$ cat src/rtl/seg_pkg.sv
// -----------------------------------------------------------------------------
// seg_pkg
//   Shared constants and glyph lookup for the 7-segment scan driver.
//   Segment patterns are ordered {g,f,e,d,c,b,a} and are active-low
//   (a 0 bit lights that segment).
//   Contents:
//     SEG_BLANK  - all segments off
//     SEG_DASH   - only segment g lit
//     SEG_TABLE  - 16-entry hex glyph table, entry n = glyph for nibble n
//     seg_glyph  - nibble + mode -> pattern (decimal mode shows dash for 10..15)
// -----------------------------------------------------------------------------
package seg_pkg;

    localparam logic [6:0] SEG_BLANK = 7'h7F;
    localparam logic [6:0] SEG_DASH  = 7'h3F;

    // Packed array: the first element listed is the highest index (F).
    localparam logic [15:0][6:0] SEG_TABLE = {
        7'h0E, 7'h06, 7'h21, 7'h46, 7'h03, 7'h08, 7'h10, 7'h00,
        7'h78, 7'h02, 7'h12, 7'h19, 7'h30, 7'h24, 7'h79, 7'h40
    };

    // mode=1: hex glyphs 0-F. mode=0: decimal, 10..15 render as a dash.
    function automatic logic [6:0] seg_glyph(input logic [3:0] nib, input logic mode);
        if (!mode && (nib > 4'd9))
            return SEG_DASH;
        return SEG_TABLE[nib];
    endfunction

endpackage

$ cat src/rtl/seg7_decode.sv
// -----------------------------------------------------------------------------
// seg7_decode
//   Combinational nibble -> active-low 7-segment pattern.
//   Ports:
//     nib    in  4  nibble to display
//     mode   in  1  1 = hex glyphs, 0 = decimal (10..15 show dash)
//     blank  in  1  force all segments off
//     glyph  out 7  pattern {g,f,e,d,c,b,a}, active-low
// -----------------------------------------------------------------------------
module seg7_decode
    import seg_pkg::*;
(
    input  logic [3:0] nib,
    input  logic       mode,
    input  logic       blank,
    output logic [6:0] glyph
);

    always_comb begin
        glyph = SEG_BLANK;
        if (!blank)
            glyph = seg_glyph(nib, mode);
    end

endmodule

$ cat src/rtl/seg_scan_driver.sv
// -----------------------------------------------------------------------------
// seg_scan_driver
//   Time-multiplexed 7-segment display driver. A frame-stable shadow copy of
//   the DIGITS input nibbles is scanned one digit per SCAN_DIV-cycle slot onto
//   shared active-low anode/segment lines. The first BLANK_CYC cycles of each
//   slot drive all anodes off to avoid ghosting between digits.
//
//   Parameters: DIGITS (>=1), SCAN_DIV (>BLANK_CYC, >=2), BLANK_CYC (>=0)
//   Ports:
//     clk    in   1         system clock, posedge
//     clear  in   1         synchronous active-high reset (overrides all)
//     value  in   4*DIGITS  nibble i = value[4i+3:4i], digit 0 rightmost
//     mode   in   1         1 = hex glyphs, 0 = decimal (10..15 show dash)
//     hold   in   1         1 = keep the current shadow frame
//     dp_in  in   DIGITS    decimal point request per digit, active-high
//     an     out  DIGITS    anode enables, active-low
//     seg    out  7         segments {g,f,e,d,c,b,a}, active-low
//     dp     out  1         decimal point, active-low
//
//   Optional build macro: SEG_LEADING_ZERO_BLANK_EN
//     When defined, digits above the most significant nonzero shadow nibble
//     show no segments (their dp still follows the shadowed dp request).
//     Digit 0 always shows its glyph. Anode timing is unaffected.
// -----------------------------------------------------------------------------
module seg_scan_driver
    import seg_pkg::*;
#(
    parameter int DIGITS    = 4,
    parameter int SCAN_DIV  = 1000,
    parameter int BLANK_CYC = 2
) (
    input  logic                  clk,
    input  logic                  clear,
    input  logic [4*DIGITS-1:0]   value,
    input  logic                  mode,
    input  logic                  hold,
    input  logic [DIGITS-1:0]     dp_in,
    output logic [DIGITS-1:0]     an,
    output logic [6:0]            seg,
    output logic                  dp
);

    localparam int PW = (SCAN_DIV > 1) ? $clog2(SCAN_DIV) : 1;
    localparam int IW = (DIGITS > 1) ? $clog2(DIGITS) : 1;

    logic [PW-1:0]         pre;
    logic [IW-1:0]         idx;
    logic [4*DIGITS-1:0]   shadow;
    logic [DIGITS-1:0]     dp_sh;
    logic                  first;     // set by clear; marks the first free-running cycle

    logic                  tick;
    logic                  last_digit;
    logic                  capture;
    logic                  in_blank;
    logic [3:0]            cur_nib;
    logic                  cur_dp;
    logic                  lz_blank;
    logic [6:0]            glyph;

    assign tick       = (pre == PW'(SCAN_DIV - 1));
    assign last_digit = (idx == IW'(DIGITS - 1));
    // A new frame is latched at the end of the last digit slot, and once
    // right after clear so the display does not show zeros for a whole frame.
    assign capture    = !hold && (first || (tick && last_digit));
    assign in_blank   = (int'(pre) < BLANK_CYC);

    // Select the current digit's nibble/dp without a variable part-select,
    // so idx never addresses beyond the shadow.
    always_comb begin
        cur_nib = 4'h0;
        cur_dp  = 1'b0;
        for (int i = 0; i < DIGITS; i++) begin
            if (idx == IW'(i)) begin
                cur_nib = shadow[4*i +: 4];
                cur_dp  = dp_sh[i];
            end
        end
    end

`ifdef SEG_LEADING_ZERO_BLANK_EN
    // Blank when every nibble at or above the current digit is zero.
    always_comb begin
        lz_blank = (idx != '0);
        for (int i = 0; i < DIGITS; i++) begin
            if ((IW'(i) >= idx) && (shadow[4*i +: 4] != 4'h0))
                lz_blank = 1'b0;
        end
    end
`else
    assign lz_blank = 1'b0;
`endif

    seg7_decode u_decode (
        .nib   (cur_nib),
        .mode  (mode),
        .blank (lz_blank),
        .glyph (glyph)
    );

    always_ff @(posedge clk) begin
        if (clear) begin
            pre    <= '0;
            idx    <= '0;
            shadow <= '0;
            dp_sh  <= '0;
            first  <= 1'b1;
            an     <= '1;
            seg    <= SEG_BLANK;
            dp     <= 1'b1;
        end else begin
            first <= 1'b0;

            if (tick) begin
                pre <= '0;
                idx <= last_digit ? '0 : idx + IW'(1);
            end else begin
                pre <= pre + PW'(1);
            end

            if (capture) begin
                shadow <= value;
                dp_sh  <= dp_in;
            end

            if (in_blank) begin
                an  <= '1;
                seg <= SEG_BLANK;
                dp  <= 1'b1;
            end else begin
                an  <= ~(DIGITS'(1) << idx);
                seg <= glyph;
                dp  <= ~cur_dp;
            end
        end
    end

endmodule

$ cat config.mk
export PLATFORM = sky130hd
export DESIGN_NAME = seg_scan_driver
export DESIGN_NICKNAME = d
export VERILOG_FILES = /design/src/rtl/seg_pkg.sv /design/src/rtl/seg7_decode.sv /design/src/rtl/seg_scan_driver.sv
export SDC_FILE = /design/constraint.sdc
export NUM_CORES = 1
export LEC_CHECK = 0
export CAP_MARGIN = 20
export CORE_UTILIZATION = 56
export DETAILED_ROUTE_END_ITERATION = 12
export GPL_TIMING_DRIVEN = 0
export HOLD_SLACK_MARGIN = 0.08
export MAX_ROUTING_LAYER = met4
export PLACE_DENSITY = 0.84
export SYNTH_ARGS = -nofsm -noshare
export SYNTH_HDL_FRONTEND = slang
export SYNTH_SLANG_ARGS = --single-unit
$ cat constraint.sdc
create_clock -name clk -period 6.3 [get_ports clk]
set_input_delay 0.63 -clock clk [delete_from_list [all_inputs] [get_ports clk]]
set_output_delay 0.63 -clock clk [all_outputs]
set_load 0.1 [all_outputs]
## Word level (Yosys, flattened, before mapping)

Memories as Yosys holds them, arrays and structs flattened.
Index checks and enable logic that the tools add are counted.

| word-level totals | value |
|---|---|
| register bits after elaboration | 45 |
| memory bits (read-only) | 112 |
| bits of input ports | 24 |
| output and inout port bits | 12 |
| word-level logic and storage cells | 44 |
| memories kept | 1 |

Memory list:

| memory | depth | bits a word | rd ports | clocked after Yosys merged registers in | wr ports | RTL line | text |
|---|---|---|---|---|---|---|---|
| (name not given) | 16 | 7 | 1 | 0 | 0 | seg_pkg.sv:27 | `return SEG_TABLE[nib];` |

| cells by class | value |
|---|---|
| add/sub/neg operators | 2 |
| order comparisons | 3 |
| equality and inequality tests | 4 |
| shift-type cells | 1 |
| multiplexer cells | 14 |
| bitwise gates (word level) | 2 |
| reductions and logical operators | 9 |

Operators with widths:

| operator | number |
|---|---|
| $mux 7 | 3 |
| $mux 4 | 4 |
| $add 10x1->10 const B | 1 |
| $eq 10x10->1 const B | 1 |
| $lt 10x2->1 const B | 1 |
| $mux 1 | 6 |
| $lt 4x5->1 const B | 1 |
| $eq 2x2->1 const B | 2 |
| $gt 4x4->1 const B | 1 |
| $not 4->4 | 1 |
| $reduce_or 2->1 | 2 |
| $shl 1x2->4 const A | 1 |
| $logic_and 1x1->1 | 3 |
| $add 2x1->2 const B | 1 |
| $eq 2x1->1 const B | 1 |
| $logic_not 1->1 | 2 |
| $logic_not 2->1 | 1 |
| $mux 2 | 1 |
| $logic_or 1x1->1 | 1 |
| $not 1->1 | 1 |

## Longest topological paths before layout

| depth | value |
|---|---|
| depth after elaboration | 9 |
| depth in mapped cells | 11 |
| mapped depth without buffers | 10 |

## Cells and area by module

Synthesis repeated with hierarchy kept, for this count alone.

| second synthesis, totals | value |
|---|---|
| cells, all modules | 255 |
| area total of the unflattened synthesis | 2323.5 sq um |

By module, submodules not included:

| module | times used | cells each | area each (sq um) | seq. area each (sq um) |
|---|---|---|---|---|
| seg_scan_driver | 1 | 216 | 1991.9 | 900.9 |
| seg7_decode | 1 | 39 | 331.6 | 0.0 |

## Worst setup path after synthesis

OpenSTA, ideal clock, no wires.

| timing path | value |
|---|---|
| path type | register to register |
| from | reg idx[0] |
| to | reg seg[1] |
| library setup time | 79 ps |
| arrival time | 2184 ps |
| data required time | 6221 ps |
| setup slack | 4037 ps |
| stages on the path, launching flop included | 12 |
| buffers on the path | 2 |
| period minus slack after synthesis | 2263 ps |
| cell sequence | dfxtp_1 -> ha_1 -> buf_4 -> buf_2 -> a211oi_1 -> a221oi_2 -> inv_1 -> ha_1 -> nor2_1 -> nor2_1 -> o31a_4 -> o211ai_1 |

| between the ends | value |
|---|---|
| longest elaborated chain between the ends | 9 |
| elaborated cells between the ends (all ways) | 14 |
| classes of those cells | order compare (1); eq/ne (3); mux (7); reduce/logical (2); memory (1) |

Ends and longest elaborated chain:

| element | RTL line | text |
|---|---|---|
| start, declared | seg_scan_driver.sv:47 | `logic [IW-1:0] idx;` |
| start signal, assigned | seg_scan_driver.sv:116 | `idx <= last_digit ? '0 : idx + IW'(1);` |
| $logic_not 2->1 | seg_scan_driver.sv:74 | `if (idx == IW'(i)) begin` |
| $mux 4 (3 in series) | seg_scan_driver.sv:74 |  |
| $mux 4 (*) | seg_scan_driver.sv:74 |  |
| $gt 4x4->1 | seg_pkg.sv:25 | `if (!mode && (nib > 4'd9))` |
| $logic_and 1x1->1 | seg_pkg.sv:25 |  |
| $mux 1 | seg_pkg.sv:25 |  |
| $mux 7 (*) | seg_pkg.sv:27 |  |
| end signal, assigned | seg_scan_driver.sv:132 | `seg <= glyph;` |
| end, declared | seg_scan_driver.sv:39 | `output logic [6:0] seg,` |

Mark *: on every way between the ends. The rest lies on a longest branch, timed or not. The select of a mux whose other input is x is not followed.
A chain may end at the register's enable or synchronous reset.

## Worst setup path in the final report

Ends and elaborated chain as after synthesis.

==> parameters.txt <==
Parameter                              Value

Placement
  Setup slack at placement    3740 ps
  Number of input and output port buffers inserted    35
  Last weighted congestion value of the routability-driven placer    ~0.85
  Post-detailed-placement half-perimeter wirelength    2.97 mm
  Post-Place Cell Area    0.00251 mm2

Pwr
  Static leakage    around 0.001 uW
  Worst IR drop on VDD    0.157 mV
  Total internal power    424 uW
  Pwr dens    around 230 mW/mm2
  Logic pwr share    between 10% and 20%
  Switching power of the nets    162 uW
  Clock Power Share    ~30%
  Share of total power in sequential cells    51.8%
  Switching part of the total power    27.6%

Global route
  First-pass GRT wire length    roughly 7.4 mm
  Vias in the first global route    1657
  Overall Global Routing Usage    24.6%
  Largest net degree at the start of global routing    14
  GRT overflow    0
  Global-route met2 utilization    39.2%
  GRT Max-Usage Layer    met2
  GR Layer Usage met3    5.07%
  Initial antenna violation count    0
  Met1 capacity usage during global routing    30.2%

Clocking
  Clock tree root driver cell    sky130_fd_sc_hd__clkbuf_8
  Total clock buffers created by CTS    5
  Clock-pin slew reported for the worst setup and hold paths after clock tree synthesis    80 ps
  H-Tree Depth    2
  Setup bufs post-CTS    0
  Number of buffers on the longest clock path    2
  Latest clock arrival within the worst-skew pair    300 ps
  Sinks on the clock net    45
  Post-CTS resize count    0
  Post-CTS Hold Fix Bufs    0
  CTS tree    built

Drt
  Via total after detailed routing    1670
  DRT Wirelength    4.20 mm
  Initial drt markers    136
  Routed via count divided by cell count    5.42
  Post-DR wirelength/cell    13.6 um
  Pre-antenna DRT Iters    4
  DRT antenna net count    0
  Residual DRC count    0

Yosys
  Prevailing post-synth register cell    sky130_fd_sc_hd__dfxtp_1
  Synth Area in Compound Gates    11.7%
  Synthesized area divided by synthesized cell count    between 9 and 10 um2
  Number of flops mapped to enable cells by yosys    0
  Cell Area, Synth    approximately 0.0021 mm2
  Async S/R FF share, synth    0%
  Post-synthesis sequential element count    45
  Syn Inst Count    220
  Multiplexer share of the synthesized area    12.0%
  Mapped Nets    255
  Number of different library cells in the post-synthesis netlist    41
  XOR/XNOR Fraction of Synth Area    3.33%
  Share of synthesized cell area in and, or, nand and nor gates    18.3%
  Post-synthesis adder-cell area fraction    6.54%
  Combinational family with the most area after synthesis    simple AND/OR/NAND/NOR gates
  Count of synthesis-stage warnings from yosys    0
  Portion of the post-synthesis area used by sequential elements    42.8%

Final layout
  Most common cell after layout, fill and taps aside    sky130_fd_sc_hd__dfxtp_1
  Count of filler cells inserted in the layout    271
  Antenna cells    0
  Area of the multi-input gates    0.00109 mm2
  Number of nets in the final layout    297
  Synthesis-to-layout area growth    23.7%
  Storage element area    approximately 900 um2
  Layout Utilization    75.0%
  Leading cell types in the layout, fill and taps excluded    sky130_fd_sc_hd__dfxtp_1, sky130_fd_sc_hd__nor2_1, sky130_fd_sc_hd__clkdlybuf4s50_1, sky130_fd_sc_hd__mux2i_1, sky130_fd_sc_hd__nand2_1
  Ratio of cells with drive above 1 in the final layout    about a tenth
  Post-route standard cell area excluding fillers    0.00260 mm2

Setup path
  Crit-path slowest cell    sky130_fd_sc_hd__a221oi_2
  Biggest cell delay along the critical path    approximately 420 ps
  Crit. Startpoint    idx[0]
  Worst Path Max Fanout    10
  Data arrival, critical path    ~2900 ps
  Worst path cell trace    ha_1, buf_4, buf_2, a211oi_1, a221oi_2, inv_1, ha_1, nor2_1, nor2_1, o31a_4, o211ai_1
  Required arrival time at the worst endpoint    approximately 6500 ps
  Worst Setup Path Type    reg2reg
  Nature of the critical path endpoint    flip-flop
  CP startpoint kind    flip-flop
  Launch point of the worst reg-to-reg path    idx[0]

Floorplanning
  Std-Cell Core Area    0.00347 mm2
  Die X    63.3 um
  Total I/O pin count    36
  Row count    21
  Die Height    63.3 um
  Starting Density    between 60% and 70%
  Total die area    0.00401 mm2

Flow run
  Maximum Capacitance Violations    0

STA
  Unrepaired setup endpoints after global routing    false
  Setup tns final    0 ps
  Worst Clk Skew    5.69 ps
  Final Hold Vio Count    0
  Headroom to the max-slew limit    33.0%
  Clock period minus final worst setup slack    ~2700 ps
  Final setup viols    0
  Worst Tran Pin Value    ~1000 ps
  Share of the clock period used by the worst path    a little over two fifths
  Number of pins with negative max-slew slack in the final report    0
  Post-route setup slack    3650 ps
  Max Clk Rate    0.377 GHz

Hold path
  Hold/Removal Path Class    reg2reg
  Start point of the worst min-delay path    pre[0]

Outcome
  Status    complete, no violations
## cell families (layout without fill, tap and decap cells)
logic type	Yosys count	in the layout
xor+xnor	8	8
buf+inv	23	65
fa+ha+maj	11	11
mux	25	25
compound gates	28	28
flops	45	45
simple gates	80	80
## critical path: cells and delay by family (launching register included)
| family | cells | cell delay, ps |
|---|---|---|
| buf+inv | 3 | 600 |
| fa+ha+maj | 2 | 430 |
| compound gates | 4 | 970 |
| flops | 1 | 410 |
| simple gates | 2 | 170 |
## synth_stat cells, types with 3 or more instances
cell type | n | area (um2)
sky130_fd_sc_hd__a211oi_1 | 4 | 30.0
sky130_fd_sc_hd__a21oi_1 | 5 | 25.0
sky130_fd_sc_hd__buf_4 | 5 | 37.5
sky130_fd_sc_hd__clkbuf_1 | 4 | 15.0
sky130_fd_sc_hd__dfxtp_1 | 45 | 901
sky130_fd_sc_hd__ha_1 | 11 | 138
sky130_fd_sc_hd__inv_1 | 10 | 37.5
sky130_fd_sc_hd__mux2i_1 | 24 | 240
sky130_fd_sc_hd__nand2_1 | 18 | 67.6
sky130_fd_sc_hd__nand3_1 | 4 | 20.0
sky130_fd_sc_hd__nor2_1 | 39 | 146
sky130_fd_sc_hd__nor3_1 | 3 | 15.0
sky130_fd_sc_hd__nor3b_1 | 3 | 22.5
sky130_fd_sc_hd__o221ai_1 | 3 | 26.3
sky130_fd_sc_hd__xnor2_1 | 4 | 35.0
sky130_fd_sc_hd__xor2_1 | 4 | 35.0
## registers in the layout, indices dropped and copies added, names as in the netlist
name	flops
pre	10
idx	2
seg	7
dp	1
dp_sh	4
an	4
shadow	16
first	1
## power groups by stage
stage	Clock (uW)	Sequential (uW)	Combinational (uW)
after floorplan	0	341	39.3
after global placement	0	310	102
after detailed placement	0	310	103
after CTS	183	304	104
after global routing	194	305	111
final	179	304	104
## metrics by stage
step	power, uW	std cells	hold slack, ps
floorplan	380	220	418
finish	586	308	456
global route	611	308	474
global placement	411	301	431
detailed placement	414	301	447
CTS	590	308	462
## routing by layer
| layer | vias up | wire [um] |
|---|---|---|
| li1 | 833 | - |
| met1 | 780 | 1920 |
| met2 | 46 | 2010 |
| met3 | 11 | 169 |
| met4 | 0 | 97 |
| met5 | - | 0 |
## area by class of cell
type                       instances  area share [%]
clock inverter                     1           0.288
sequential                        45            34.6
inverter                          11            1.59
timing repair buffer              35            13.5
buffer                            12            2.84
multi-input combinational        152            41.8
tap                               46            2.21
clock buffer                       6            3.17
## worst paths after layout
| check | endpoint | slack [ps] | depth (start not counted) |
|---|---|---|---|
| hold / removal | pre[0] | 460 | 1 |
| setup / recovery | seg[1] | 3650 | 11 |
| hold reg to reg | pre[0] | 460 | 1 |
| setup reg to reg | seg[1] | 3650 | 11 |
Note: power is estimated with default switching activity, not from simulation.
